`src/rtl/dmem_arbiter.sv`:
```
// dmem_arbiter: two-requester arbiter in front of a single-port data memory.
// One access is in flight at a time. Each access runs IDLE -> ACCESS -> RESP.
// A rejected access (out of range, illegal size or misaligned) skips ACCESS
// and never reaches the memory.
// Build option: define DMEM_ARB_RR_EN for round-robin arbitration. Without it,
// m0 has fixed priority.
// Ports:
//   clk, rst                        clock, synchronous active-high reset
//   mN_req/we/size/addr/wdata       requester N access (size: 01 word, 10 half, 11 byte)
//   mN_done/rdata/err               one-cycle completion pulse with load data / reject flag
//   mem_ena/wena/w_cs/r_cs/addr/wdata  memory command, zero outside ACCESS
//   mem_rdata                       combinational load data from memory
module dmem_arbiter #(
  parameter logic [31:0] BASE_ADDR   = 32'h1001_0000,
  parameter int unsigned DEPTH_WORDS = 1024
) (
  input  logic        clk,
  input  logic        rst,
  input  logic        m0_req,
  input  logic        m0_we,
  input  logic [1:0]  m0_size,
  input  logic [31:0] m0_addr,
  input  logic [31:0] m0_wdata,
  input  logic        m1_req,
  input  logic        m1_we,
  input  logic [1:0]  m1_size,
  input  logic [31:0] m1_addr,
  input  logic [31:0] m1_wdata,
  output logic        m0_done,
  output logic [31:0] m0_rdata,
  output logic        m0_err,
  output logic        m1_done,
  output logic [31:0] m1_rdata,
  output logic        m1_err,
  output logic        mem_ena,
  output logic        mem_wena,
  output logic [1:0]  mem_w_cs,
  output logic [1:0]  mem_r_cs,
  output logic [31:0] mem_addr,
  output logic [31:0] mem_wdata,
  input  logic [31:0] mem_rdata
);

  localparam logic [1:0]  SZ_WORD    = 2'b01;
  localparam logic [1:0]  SZ_HALF    = 2'b10;
  localparam logic [1:0]  SZ_BYTE    = 2'b11;
  // One past the last valid byte; 33 bits so a window ending at 4 GiB does not wrap.
  localparam logic [32:0] ADDR_LIMIT = 33'(BASE_ADDR) + 33'(DEPTH_WORDS) * 33'd4;

  typedef enum logic [1:0] {IDLE, ACCESS, RESP} state_t;

  state_t      state_q, state_d;
  logic        id_q, id_d;
  logic        we_q, we_d;
  logic [1:0]  size_q, size_d;

  logic        m0_done_d, m1_done_d, m0_err_d, m1_err_d;
  logic [31:0] m0_rdata_d, m1_rdata_d;
  logic        mem_ena_d, mem_wena_d;
  logic [1:0]  mem_w_cs_d, mem_r_cs_d;
  logic [31:0] mem_addr_d, mem_wdata_d;

  logic        win_m1;
  logic        win_we;
  logic [1:0]  win_size;
  logic [31:0] win_addr, win_wdata;
  logic        win_reject;
  logic [31:0] load_data;

`ifdef DMEM_ARB_RR_EN
  // 1 = m1 was granted last; the other requester wins a tie.
  logic last_q, last_d;
  assign win_m1 = m1_req && (!m0_req || !last_q);
`else
  assign win_m1 = m1_req && !m0_req;
`endif

  // Winner field mux and legality check.
  always_comb begin
    win_we     = win_m1 ? m1_we    : m0_we;
    win_size   = win_m1 ? m1_size  : m0_size;
    win_addr   = win_m1 ? m1_addr  : m0_addr;
    win_wdata  = win_m1 ? m1_wdata : m0_wdata;
    win_reject = ({1'b0, win_addr} < 33'(BASE_ADDR)) || ({1'b0, win_addr} >= ADDR_LIMIT)
              || (win_size == 2'b00)
              || ((win_size == SZ_WORD) && (win_addr[1:0] != 2'b00))
              || ((win_size == SZ_HALF) && win_addr[0]);
  end

  // Load data masked to the access width, zero-extended.
  always_comb begin
    case (size_q)
      SZ_WORD: load_data = mem_rdata;
      SZ_HALF: load_data = {16'h0000, mem_rdata[15:0]};
      SZ_BYTE: load_data = {24'h000000, mem_rdata[7:0]};
      default: load_data = 32'h0000_0000;
    endcase
  end

  // Next-state and next-output logic; every output is zero unless set here.
  always_comb begin
    state_d     = state_q;
    id_d        = id_q;
    we_d        = we_q;
    size_d      = size_q;
    m0_done_d   = 1'b0;
    m1_done_d   = 1'b0;
    m0_err_d    = 1'b0;
    m1_err_d    = 1'b0;
    m0_rdata_d  = 32'h0000_0000;
    m1_rdata_d  = 32'h0000_0000;
    mem_ena_d   = 1'b0;
    mem_wena_d  = 1'b0;
    mem_w_cs_d  = 2'b00;
    mem_r_cs_d  = 2'b00;
    mem_addr_d  = 32'h0000_0000;
    mem_wdata_d = 32'h0000_0000;
`ifdef DMEM_ARB_RR_EN
    last_d      = last_q;
`endif
    case (state_q)
      IDLE: begin
        if (m0_req || m1_req) begin
          id_d   = win_m1;
          we_d   = win_we;
          size_d = win_size;
`ifdef DMEM_ARB_RR_EN
          last_d = win_m1;
`endif
          if (win_reject) begin
            state_d   = RESP;
            m0_done_d = !win_m1;
            m0_err_d  = !win_m1;
            m1_done_d = win_m1;
            m1_err_d  = win_m1;
          end else begin
            state_d     = ACCESS;
            mem_ena_d   = 1'b1;
            mem_wena_d  = win_we;
            mem_w_cs_d  = win_we ? win_size : 2'b00;
            mem_r_cs_d  = win_we ? 2'b00 : win_size;
            mem_addr_d  = win_addr;
            mem_wdata_d = win_wdata;
          end
        end
      end
      ACCESS: begin
        state_d = RESP;
        if (id_q) begin
          m1_done_d  = 1'b1;
          m1_rdata_d = we_q ? 32'h0000_0000 : load_data;
        end else begin
          m0_done_d  = 1'b1;
          m0_rdata_d = we_q ? 32'h0000_0000 : load_data;
        end
      end
      RESP:    state_d = IDLE;
      default: state_d = IDLE;
    endcase
  end

  // State, captured fields and registered outputs.
  always_ff @(posedge clk) begin
    if (rst) begin
      state_q   <= IDLE;
      id_q      <= 1'b0;
      we_q      <= 1'b0;
      size_q    <= 2'b00;
      m0_done   <= 1'b0;
      m1_done   <= 1'b0;
      m0_err    <= 1'b0;
      m1_err    <= 1'b0;
      m0_rdata  <= 32'h0000_0000;
      m1_rdata  <= 32'h0000_0000;
      mem_ena   <= 1'b0;
      mem_wena  <= 1'b0;
      mem_w_cs  <= 2'b00;
      mem_r_cs  <= 2'b00;
      mem_addr  <= 32'h0000_0000;
      mem_wdata <= 32'h0000_0000;
`ifdef DMEM_ARB_RR_EN
      last_q    <= 1'b1;
`endif
    end else begin
      state_q   <= state_d;
      id_q      <= id_d;
      we_q      <= we_d;
      size_q    <= size_d;
      m0_done   <= m0_done_d;
      m1_done   <= m1_done_d;
      m0_err    <= m0_err_d;
      m1_err    <= m1_err_d;
      m0_rdata  <= m0_rdata_d;
      m1_rdata  <= m1_rdata_d;
      mem_ena   <= mem_ena_d;
      mem_wena  <= mem_wena_d;
      mem_w_cs  <= mem_w_cs_d;
      mem_r_cs  <= mem_r_cs_d;
      mem_addr  <= mem_addr_d;
      mem_wdata <= mem_wdata_d;
`ifdef DMEM_ARB_RR_EN
      last_q    <= last_d;
`endif
    end
  end

endmodule

```
`config.mk`:
```
export PLATFORM = sky130hd
export DESIGN_NAME = dmem_arbiter
export DESIGN_NICKNAME = d
export VERILOG_FILES = /design/src/rtl/dmem_arbiter.sv
export SDC_FILE = /design/constraint.sdc
export NUM_CORES = 1
export LEC_CHECK = 0
export BUFFER_PORTS_ARGS = -buffer_cell sky130_fd_sc_hd__buf_4
export CAP_MARGIN = 15
export CELL_PAD_IN_SITES_DETAIL_PLACEMENT = 0
export CELL_PAD_IN_SITES_GLOBAL_PLACEMENT = 1
export CORE_UTILIZATION = 30
export CTS_BUF_LIST = sky130_fd_sc_hd__clkbuf_2
export DETAILED_ROUTE_END_ITERATION = 10
export GPL_ROUTABILITY_DRIVEN = 0
export PLACE_DENSITY = 0.78
export SLEW_MARGIN = 40
export SYNTH_ARGS = -nofsm -noshare
export SYNTH_HDL_FRONTEND = slang
export SYNTH_SLANG_ARGS = --single-unit
```
`constraint.sdc`:
```
create_clock -name clk -period 2.3 [get_ports clk]
set_input_delay 0.69 -clock clk [delete_from_list [all_inputs] [get_ports clk]]
set_output_delay 0.69 -clock clk [all_outputs]
set_load 0.03 [all_outputs]
```
==> impl_metrics.csv, run 1 <==
group,metric,value,unit
status,outcome,"finished with violations",
status,violations,"DRC",
die,die_y,125,um
grt,antenna_found_initial,0,
die,die_area,15700,um^2
cts,cts_tree,"done",
finish,fin_nets,945,
critical_path,cp_data_arrival_time,1.23,ns
cts,worstSkewPairLatency,0.68,ns
critical_path,path_max_fanout,1,
power_and_ir_drop,p_total,4.42,mW
power_and_ir_drop,seqPwrFrac,57.5,%
logic_synthesis,synthTopCellsByCount,"dfxtp_1, nand2_1, and2_1",
grt,grt_max_degree,45,
critical_path,crit_chain,"buf_4",
detailed_routing,vias_per_cell,4.27,
die,start_util,31.1,%
cts,hold_buffers,0,
critical_path,crit_buf_inv,1,
finish,final_core_util,50.0,%
timing,slew_headroom,62.8,%
power_and_ir_drop,p_comb_share,10.1,%
cts,cts_setup_buffers,0,
timing,worst_slew_pin_slew,0.553,ns
timing,finalClockSkew,0.0192,ns
grt,grt_pass1_vias,4224,
grt,overflow,0,
logic_synthesis,yosys.area.top_type,"dfxtp_1",
power_and_ir_drop,switching_power,1.20,mW
cts,clock_sinks,144,
power_and_ir_drop,p_sw_share,27.2,%
detailed_routing,drc_errors,23,
logic_synthesis,yosysTopAreaCellShare,63.2,%
logic_synthesis,ys.flop_type,"dfxtp_1",
finish,nFillCells,1433,
timing,slew_viol_final,0,
logic_synthesis,synthDistinctLibCells,36,
power_and_ir_drop,peakVddDrop,0.339,mV
timing,fin_crit,1.92,ns
cts,cts_root_buf,"clkbuf_2",
finish,stdcell_area,7340,um^2
detailed_routing,drt_iter0_drc,235,
run,maxCapViolations,0,
grt,grt_use_total,18.0,%
timing,finalHoldViolations,0,
logic_synthesis,yosys_warnings,0,
detailed_routing,vias,4155,
detailed_routing,drt-total-wl,13700,um
logic_synthesis,synth_area_leaders,"dfxtp_1, and2_1, nand2_1",
logic_synthesis,async_flop_share,0,%
detailed_routing,wl_per_cell,14.1,um
power_and_ir_drop,powerDensity,602,nW/um^2
timing,fmax,0.522,GHz
critical_path,cp.required,1.61,ns
cts,numCtsBuffers,17,
power_and_ir_drop,internal-power,3.22,mW
finish,areaGrowthSynthToFinish,60.9,%
die,io-pin-count,308,
critical_path,slowest_stage,"dfxtp_1",
logic_synthesis,synth_cells,442,
die,core-area,14700,um^2
detailed_routing,antenna_left,0,
placed_design,dp_hpwl,10700,um
timing,setup_viol,0,
logic_synthesis,synth_edf_count,0,
logic_synthesis,synth.cell_area,4560,um^2
die,rows,44,
logic_synthesis,avgSynthCellArea,10.3,um^2
power_and_ir_drop,p_leak,3.60,nW
logic_synthesis,synth.ff_latch_count,144,
detailed_routing,dr.pass1.iters,8,
timing,rsz0062_at_grt,"no",
timing,period_share,83.3,%
cts,cts_max_level,4,
cts,path_clk_slew,0.24,ns
critical_path,crit_family,"flip-flops",
timing,fin_hold_ws,0.192,ns
critical_path,critical_path_class,"flip-flop to output pin",
grt,grt_pass1_wl,21700,um
logic_synthesis,synth.most_common_cell,"dfxtp_1",
cts,cts-resized-gates,0,
min_path,hold_class,"primary input to flip-flop",
power_and_ir_drop,p_clk_share,32.3,%
finish,antenna_cells,0,
logic_synthesis,synth_seq_area_share,63.2,%
placed_design,io_buffers,307,
placed_design,placed_area,7110,um^2
cts,cts_buffer_depth,2,
die,die_x,125,um
critical_path,start_kind,"flip-flop",
critical_path,cpPeakStageDelay,0.39,ns
critical_path,cp-end-kind,"output pin",
finish,drive_gt1_share,47.6,%
-- layout make-up --
class	count	area (um^2)	area share, %
Sequential cell	144	2880	39.3
Timing Repair Buffer	316	2380	32.5
Multi-Input combinational cell	287	1570	21.4
Tap cell	184	230	3.14
Clock inverter	14	148	2.01
Clock buffer	18	90.1	1.23
Inverter	9	33.8	0.460
-- metrics by stage --
stage / setup slack (ns) / TNS, ns / instances
6_report: 0.383 / 0 / 972
5_1_grt: 0.234 / 0 / 972
4_1_cts: 0.259 / 0 / 972
3_5_place_dp: -0.0955 / -1.63 / 940
3_3_place_gp: -0.0544 / -0.546 / 940
2_1_floorplan: 0.185 / 0 / 459
-- power by group through the flow --
| stage | logic [mW] | registers, mW | clock network, mW |
|---|---|---|---|
| floorplan | 0.116 | 2.63 | 0 |
| global route | 0.491 | 2.55 | 1.61 |
| detailed placement | 0.449 | 2.59 | 0 |
| CTS | 0.451 | 2.54 | 1.49 |
| global placement | 0.443 | 2.59 | 0 |
| finish | 0.448 | 2.54 | 1.43 |
-- path summary, 6_finish.rpt --
| check | startpoint | endpoint | slack, ns | cells after the start |
|---|---|---|---|---|
| setup / recovery | mem_addr[25] | mem_addr[25] | 0.38 | 1 |
| hold / removal | mem_rdata[24] | m0_rdata[24] | 0.19 | 2 |
| hold reg to reg | we_q | we_q | 0.54 | 2 |
| setup reg to reg | state_q[1] | m1_rdata[9] | 0.90 | 4 |
-- layout by cell type, fill, tap and decap left out, types with 7 or more instances in the layout --
cell | Yosys | layout
nand2_1 | 93 | 93
conb_1 | 1 | 18
nand3_1 | 7 | 7
inv_1 | 9 | 9
a21oi_1 | 29 | 29
a21oi_2 | 20 | 20
nor2_1 | 14 | 14
clkbuf_2 | 0 | 18
and2_1 | 64 | 64
dfxtp_1 | 144 | 144
buf_4 | 0 | 315
-- registers in the layout, indices dropped and copies added (netlist names) --
register   flops
id_q           1
m0_done        1
m0_err         1
m0_rdata      32
m1_done        1
m1_err         1
m1_rdata      32
mem_addr      32
mem_ena        1
mem_r_cs       2
mem_w_cs       2
mem_wdata     32
mem_wena       1
size_q         2
state_q        2
we_q           1
-- kinds of logic after synthesis --
family	synth area share, %
other	0.0822
buffers and inverters	3.92
DFF	63.2
AOI/OAI and AO/OA	10.3
and+or+nand+nor	22.1
muxes	0.219
xor gates and xnor gates	0.192
-- routing by layer --
metal	up-vias	wire (um)	global-route usage, %
li1	2092	-	-
met1	1857	5060	18.7
met2	187	6770	31.1
met3	19	1560	8.56
met4	0	284	7.68
met5	-	0	0
(Power assumes the default switching activity.)
==> inputs of run 2 (changes only) <==
- clock period: 2.3 -> 1.8 ns (I/O delays scaled with it)
==> run 2 against run 1 <==
  * The flow still finishes with violations (DRC)
  * Core utilization grew 14 points
  * Register-to-register slack lost 0.53 ns
  * Die area did not move
  * Sequential power grew 28%
  * Sequential cell count is the same
  * Global-route usage is 2.4 points higher
  * Critical path depth increased by 7
  * Non-clock buffer count increased by 134
  * Worst hold slack worse by 0.090 ns
  * Final cell count up 14%
  * Combinational power rose by 87%
  * Critical endpoint is now mem_wdata[13]
==> impl_metrics.csv, run 2 (same netlist as run 1, synthesis figures left out) <==
group,metric,value,unit
cts,cts_max_level,4,
cts,clock_sinks,144,
grt,antenna_found_initial,1,
placed_design,io_buffers,307,
finish,multi_input_area,1600,um^2
cts,cts_root_buf,"clkbuf_2",
power_and_ir_drop,p_leak,4.39,nW
detailed_routing,drt_iter0_drc,141,
finish,seq_area,3060,um^2
cts,cts_buffer_depth,2,
min_path,min_from,"m0_wdata[4]",
detailed_routing,vias,4792,
detailed_routing,dr.pass1.iters,9,
placed_design,dpl_worst_slack,-0.455,ns
detailed_routing,drt-total-wl,17000,um
critical_path,cp-end-kind,"flip-flop",
detailed_routing,drc_errors,23,
min_path,hold_class,"primary input to flip-flop",
grt,grt_use_total,20.4,%
timing,fmax,0.556,GHz
timing,tns,0,ns
status,outcome,"finished with violations",
critical_path,cp.required,2.40,ns
die,die_area,15700,um^2
timing,worst_slew_pin_slew,0.522,ns
timing,finalClockSkew,0.0352,ns
critical_path,crit_chain,"dlygate4sd3_1 > buf_4 > nor3b_1 > o211ai_1 > o22ai_1 > o2111ai_4 > buf_12 > a21oi_1",
run,maxCapViolations,0,
timing,period_share,99.9,%
timing,fin_crit,1.80,ns
detailed_routing,wl_per_cell,15.3,um
die,start_util,31.1,%
power_and_ir_drop,powerDensity,666,nW/um^2
timing,finalHoldViolations,0,
cts,worstSkewPairLatency,0.70,ns
die,core-area,14700,um^2
finish,stdcell_area,9420,um^2
timing,rsz0062_at_grt,"yes",
finish,nFillCells,1123,
die,die_y,125,um
power_and_ir_drop,p_total,6.28,mW
die,die_x,125,um
cts,path_clk_slew,0.20,ns
status,violations,"DRC",
finish,areaGrowthSynthToFinish,106,%
detailed_routing,antenna_left,0,
critical_path,slowest_stage,"dlygate4sd3_1",
timing,setup_viol,0,
finish,final_common_cell,"buf_4",
timing,fin_hold_ws,0.102,ns
power_and_ir_drop,peakVddDrop,0.449,mV
cts,numCtsBuffers,17,
grt,overflow,0,
timing,slew_viol_final,0,
timing,timing.final.ws_setup,0.00118,ns
critical_path,critical_path_class,"primary input to flip-flop",
critical_path,cp_data_arrival_time,2.40,ns
finish,fin_nets,1079,
critical_path,start_kind,"primary input",
grt,grt_pass1_wl,24600,um
timing,slew_headroom,64.8,%
finish,final_cell_mix,"buf_4, dfxtp_2, buf_6",
detailed_routing,vias_per_cell,4.33,
cts,cts_tree,"done",
critical_path,timing.rr.start,"state_q[0]",
cts,cts_setup_buffers,0,
die,rows,44,
critical_path,cpPeakStageDelay,0.54,ns
critical_path,path_max_fanout,32,
die,io-pin-count,308,
grt,grt_max_degree,33,
placed_design,placed_area,7270,um^2
critical_path,critPathLaunch,"m0_addr[1]",
grt,grt_pass1_vias,4928,
placed_design,dp_hpwl,11200,um
finish,drive_gt1_share,58.0,%
## run 2: changes by cell type in the layout (fill, tap and decap cells not counted), sizes merged
cell         before  now
dlygate4sd3       0  117
buf             316  333
bufinv            1    4
clkinvlp          3    0
clkinv            3    4
diode             0    1
inv              16   15
## run 2: worst paths after layout
| check | depth (start not counted) | slack [ns] | end |
|---|---|---|---|
| setup / recovery | 8 | 0.001 | mem_wdata[13] |
| hold / removal | 3 | 0.10 | mem_wdata[4] |
| setup reg to reg | 5 | 0.37 | mem_wdata[13] |
| hold reg to reg | 2 | 0.54 | we_q |
## run 2: what timing repair did
action | in CTS | in global routing
gates resized for setup | 202 | 74
pin swaps | 0 | 0
setup endpoints to repair | 111 | 138
hold buffers | 83 | 34
hold endpoints to repair | 92 | 20
## run 2: power breakdown
group / switching [mW] / internal, mW
Clock: 1.24 / 0.950
Sequential: 0.0232 / 3.23
Combinational: 0.315 / 0.523
Total: 1.58 / 4.70
## run 2: worst max-delay path: cells and delay by family
kind / cells / cell delay (ns)
AOI/OAI and AO/OA: 4 / 0.79
buffers and inverters: 3 / 0.90
and+or+nand+nor: 1 / 0.16
## run 2: area by class of cell
cell class / instances / share of cell area [%]
diodes: 1 / 0.0266
clock buffers: 18 / 0.956
clock inverters: 14 / 2.14
inverters: 9 / 0.358
multi-input cells: 287 / 16.9
flip-flops and latches: 144 / 32.4
well taps: 184 / 2.44
repair buffers: 450 / 44.7
## run 2: per-layer routing
| metal | GRT usage, % | vias to the layer above | part of all wire [%] |
|---|---|---|---|
| met4 | 6.89 | 0 | 1.9 |
| met3 | 8.56 | 19 | 8.6 |
| met5 | 0 | - | 0 |
| met2 | 38.9 | 220 | 54 |
| met1 | 19.5 | 2201 | 35 |
| li1 | - | 2352 | - |
## run 2: metrics by stage
step	cells	utilization (%)
CTS	1072	60.7
global route	1107	64.1
finish	1107	64.1
floorplan	459	-
global placement	957	49.4
detailed placement	957	49.4
==> inputs of run 3 (changes only) <==
- CORE_UTILIZATION: 30 -> 29
- CTS_BUF_LIST: sky130_fd_sc_hd__clkbuf_2 -> unset
- PLACE_DENSITY: 0.78 -> 0.76
==> run 3 against run 2 <==
  * The flow now finishes without violations
  * Non-clock buffer count is 114 lower
  * Sequential power hardly changed
  * Die area is 3.4% higher
  * Worst hold slack better by 0.23 ns
  * Highest routed layer unchanged
==> impl_metrics.csv, run 3 (same netlist as run 1, synthesis figures left out) <==
group,metric,value,unit
critical_path,cpPeakStageDelay,0.55,ns
grt,grt_pass1_vias,4208,
critical_path,timing.rr.start,"state_q[0]",
grt,grt_use_total,17.1,%
finish,drive_gt1_share,50.8,%
min_path,hold_class,"primary input to flip-flop",
cts,cts_tree,"done",
timing,tns,0,ns
cts,clock_sinks,144,
critical_path,reg2regPathDepth,5,
detailed_routing,vias,4206,
critical_path,cp.required,2.14,ns
cts,numCtsBuffers,17,
die,die_y,127,um
power_and_ir_drop,p_total,7.31,mW
timing,period_share,99.0,%
detailed_routing,drt-total-wl,13800,um
timing,finalHoldViolations,0,
finish,areaGrowthSynthToFinish,74.4,%
cts,cts_max_level,4,
critical_path,cp-end-kind,"flip-flop",
grt,grt_pass1_wl,21000,um
critical_path,slowest_stage,"or4b_4",
die,die_x,127,um
finish,final_common_cell,"buf_4",
critical_path,worstSetupEndpoint,"mem_wdata[5]",
timing,rsz0062_at_grt,"yes",
critical_path,path_max_fanout,42,
die,rows,45,
critical_path,rr_endpoint,"mem_wdata[5]",
critical_path,rrSetupSlack,0.52,ns
detailed_routing,wl_per_cell,13.6,um
power_and_ir_drop,peakVddDrop,0.603,mV
timing,timing.final.ws_setup,0.0177,ns
timing,fin_crit,1.78,ns
die,die_area,16200,um^2
power_and_ir_drop,p_leak,3.85,nW
finish,multi_input_area,1660,um^2
finish,antenna_cells,0,
detailed_routing,drc_errors,0,
timing,slew_viol_final,0,
cts,cts_buffer_depth,2,
grt,grt_max_degree,43,
die,io-pin-count,308,
status,outcome,"finished, final reports clean",
finish,final_cell_mix,"buf_4, dfxtp_1, nand2_1",
power_and_ir_drop,powerDensity,918,nW/um^2
cts,path_clk_slew,0.06,ns
placed_design,dpl_worst_slack,-0.465,ns
cts,worstSkewPairLatency,0.41,ns
die,start_util,29.9,%
detailed_routing,drt_iter0_drc,117,
finish,seq_area,2880,um^2
critical_path,cp_num_cells,6,
critical_path,critPathLaunch,"m0_addr[23]",
critical_path,crit_chain,"buf_6 > or4b_4 > a311oi_4 > o2111ai_4 > buf_12 > a21oi_1",
critical_path,critical_path_class,"primary input to flip-flop",
detailed_routing,antenna_left,0,
critical_path,cp_data_arrival_time,2.12,ns
timing,setup_viol,0,
critical_path,crit_buf_inv,2,
finish,nFillCells,1394,
cts,hold_buffers,0,
critical_path,crit_family,"compound AO/OA/AOI/OAI gates",
finish,fin_nets,965,
run,maxCapViolations,0,
grt,antenna_found_initial,0,
placed_design,dp_hpwl,10800,um
detailed_routing,dr.pass1.iters,4,
timing,finalClockSkew,0.00887,ns
timing,fmax,0.561,GHz
cts,cts_root_buf,"clkbuf_16",
detailed_routing,vias_per_cell,4.13,
grt,overflow,0,
die,core-area,15300,um^2
placed_design,io_buffers,307,
critical_path,start_kind,"primary input",
run 3: changes by cell type in the layout (fill, tap and decap cells not counted), sizes merged:
cell	previous run	this run
bufinv	4	2
buf	333	336
dlygate4sd3	117	0
diode	1	0
clkinvlp	0	2
inv	15	14
run 3: worst min path at each step:
stage	startpoint	end	cells past startpoint
2_1_floorplan	we_q	we_q	2
3_3_place_gp	id_q	id_q	2
3_5_place_dp	we_q	we_q	2
4_1_cts	mem_rdata[2]	m1_rdata[2]	2
5_1_grt	mem_rdata[27]	m0_rdata[27]	2
6_report	mem_rdata[2]	m1_rdata[2]	2
run 3: what timing repair did:
item	4_1_cts	5_1_grt
gates cloned	0	0
buffers inserted	0	0
pin swaps	0	1
resized for setup	5	10
endpoints found under the setup margin	4	32
run 3: cell type report:
cell class              instances  share of cell area, %
flip-flops and latches        144                   36.2
inverters                       9                  0.424
clock inverters                13                   1.92
repair buffers                336                   31.9
multi-input cells             287                   20.8
clock buffers                  18                   5.39
well taps                     211                   3.32
run 3: report_power, final:
| group | internal, mW | total (mW) | switching (mW) | leakage [nW] |
|---|---|---|---|---|
| sequential | 3.22 | 3.24 | 0.0173 | 1.17 |
| clock | 2.06 | 3.45 | 1.39 | 0.280 |
| combinational | 0.347 | 0.612 | 0.265 | 2.41 |
| total | 5.63 | 7.31 | 1.67 | 3.85 |
run 3: layer usage:
layer / wire [um] / share of wire [%] / GRT usage, % / vias up
met5: 0 / 0 / 0 / -
met2: 6830 / 49 / 30.3 / 199
met3: 1470 / 11 / 7.04 / 17
met1: 5350 / 39 / 18.0 / 1863
met4: 202 / 1.5 / 6.93 / 0
li1: - / - / - / 2127
run 3: stage by stage:
stage                     hold slack, ns  cells  instance area, um^2  utilization [%]
after floorplan                    0.490    459                 4650                -
after global placement             0.511    987                 7310             47.9
after detailed placement           0.540    987                 7310             47.9
after CTS                          0.314   1018                 7920             51.9
after global routing               0.320   1018                 7960             52.2
final                              0.335   1018                 7960             52.2
run 3: worst reg2reg max path: cells and delay by family (launching register included):
kind,cells,cell delay [ns]
compound gates,2,0.29
simple gates,1,0.18
flops,1,0.35
buf+inv,2,0.39
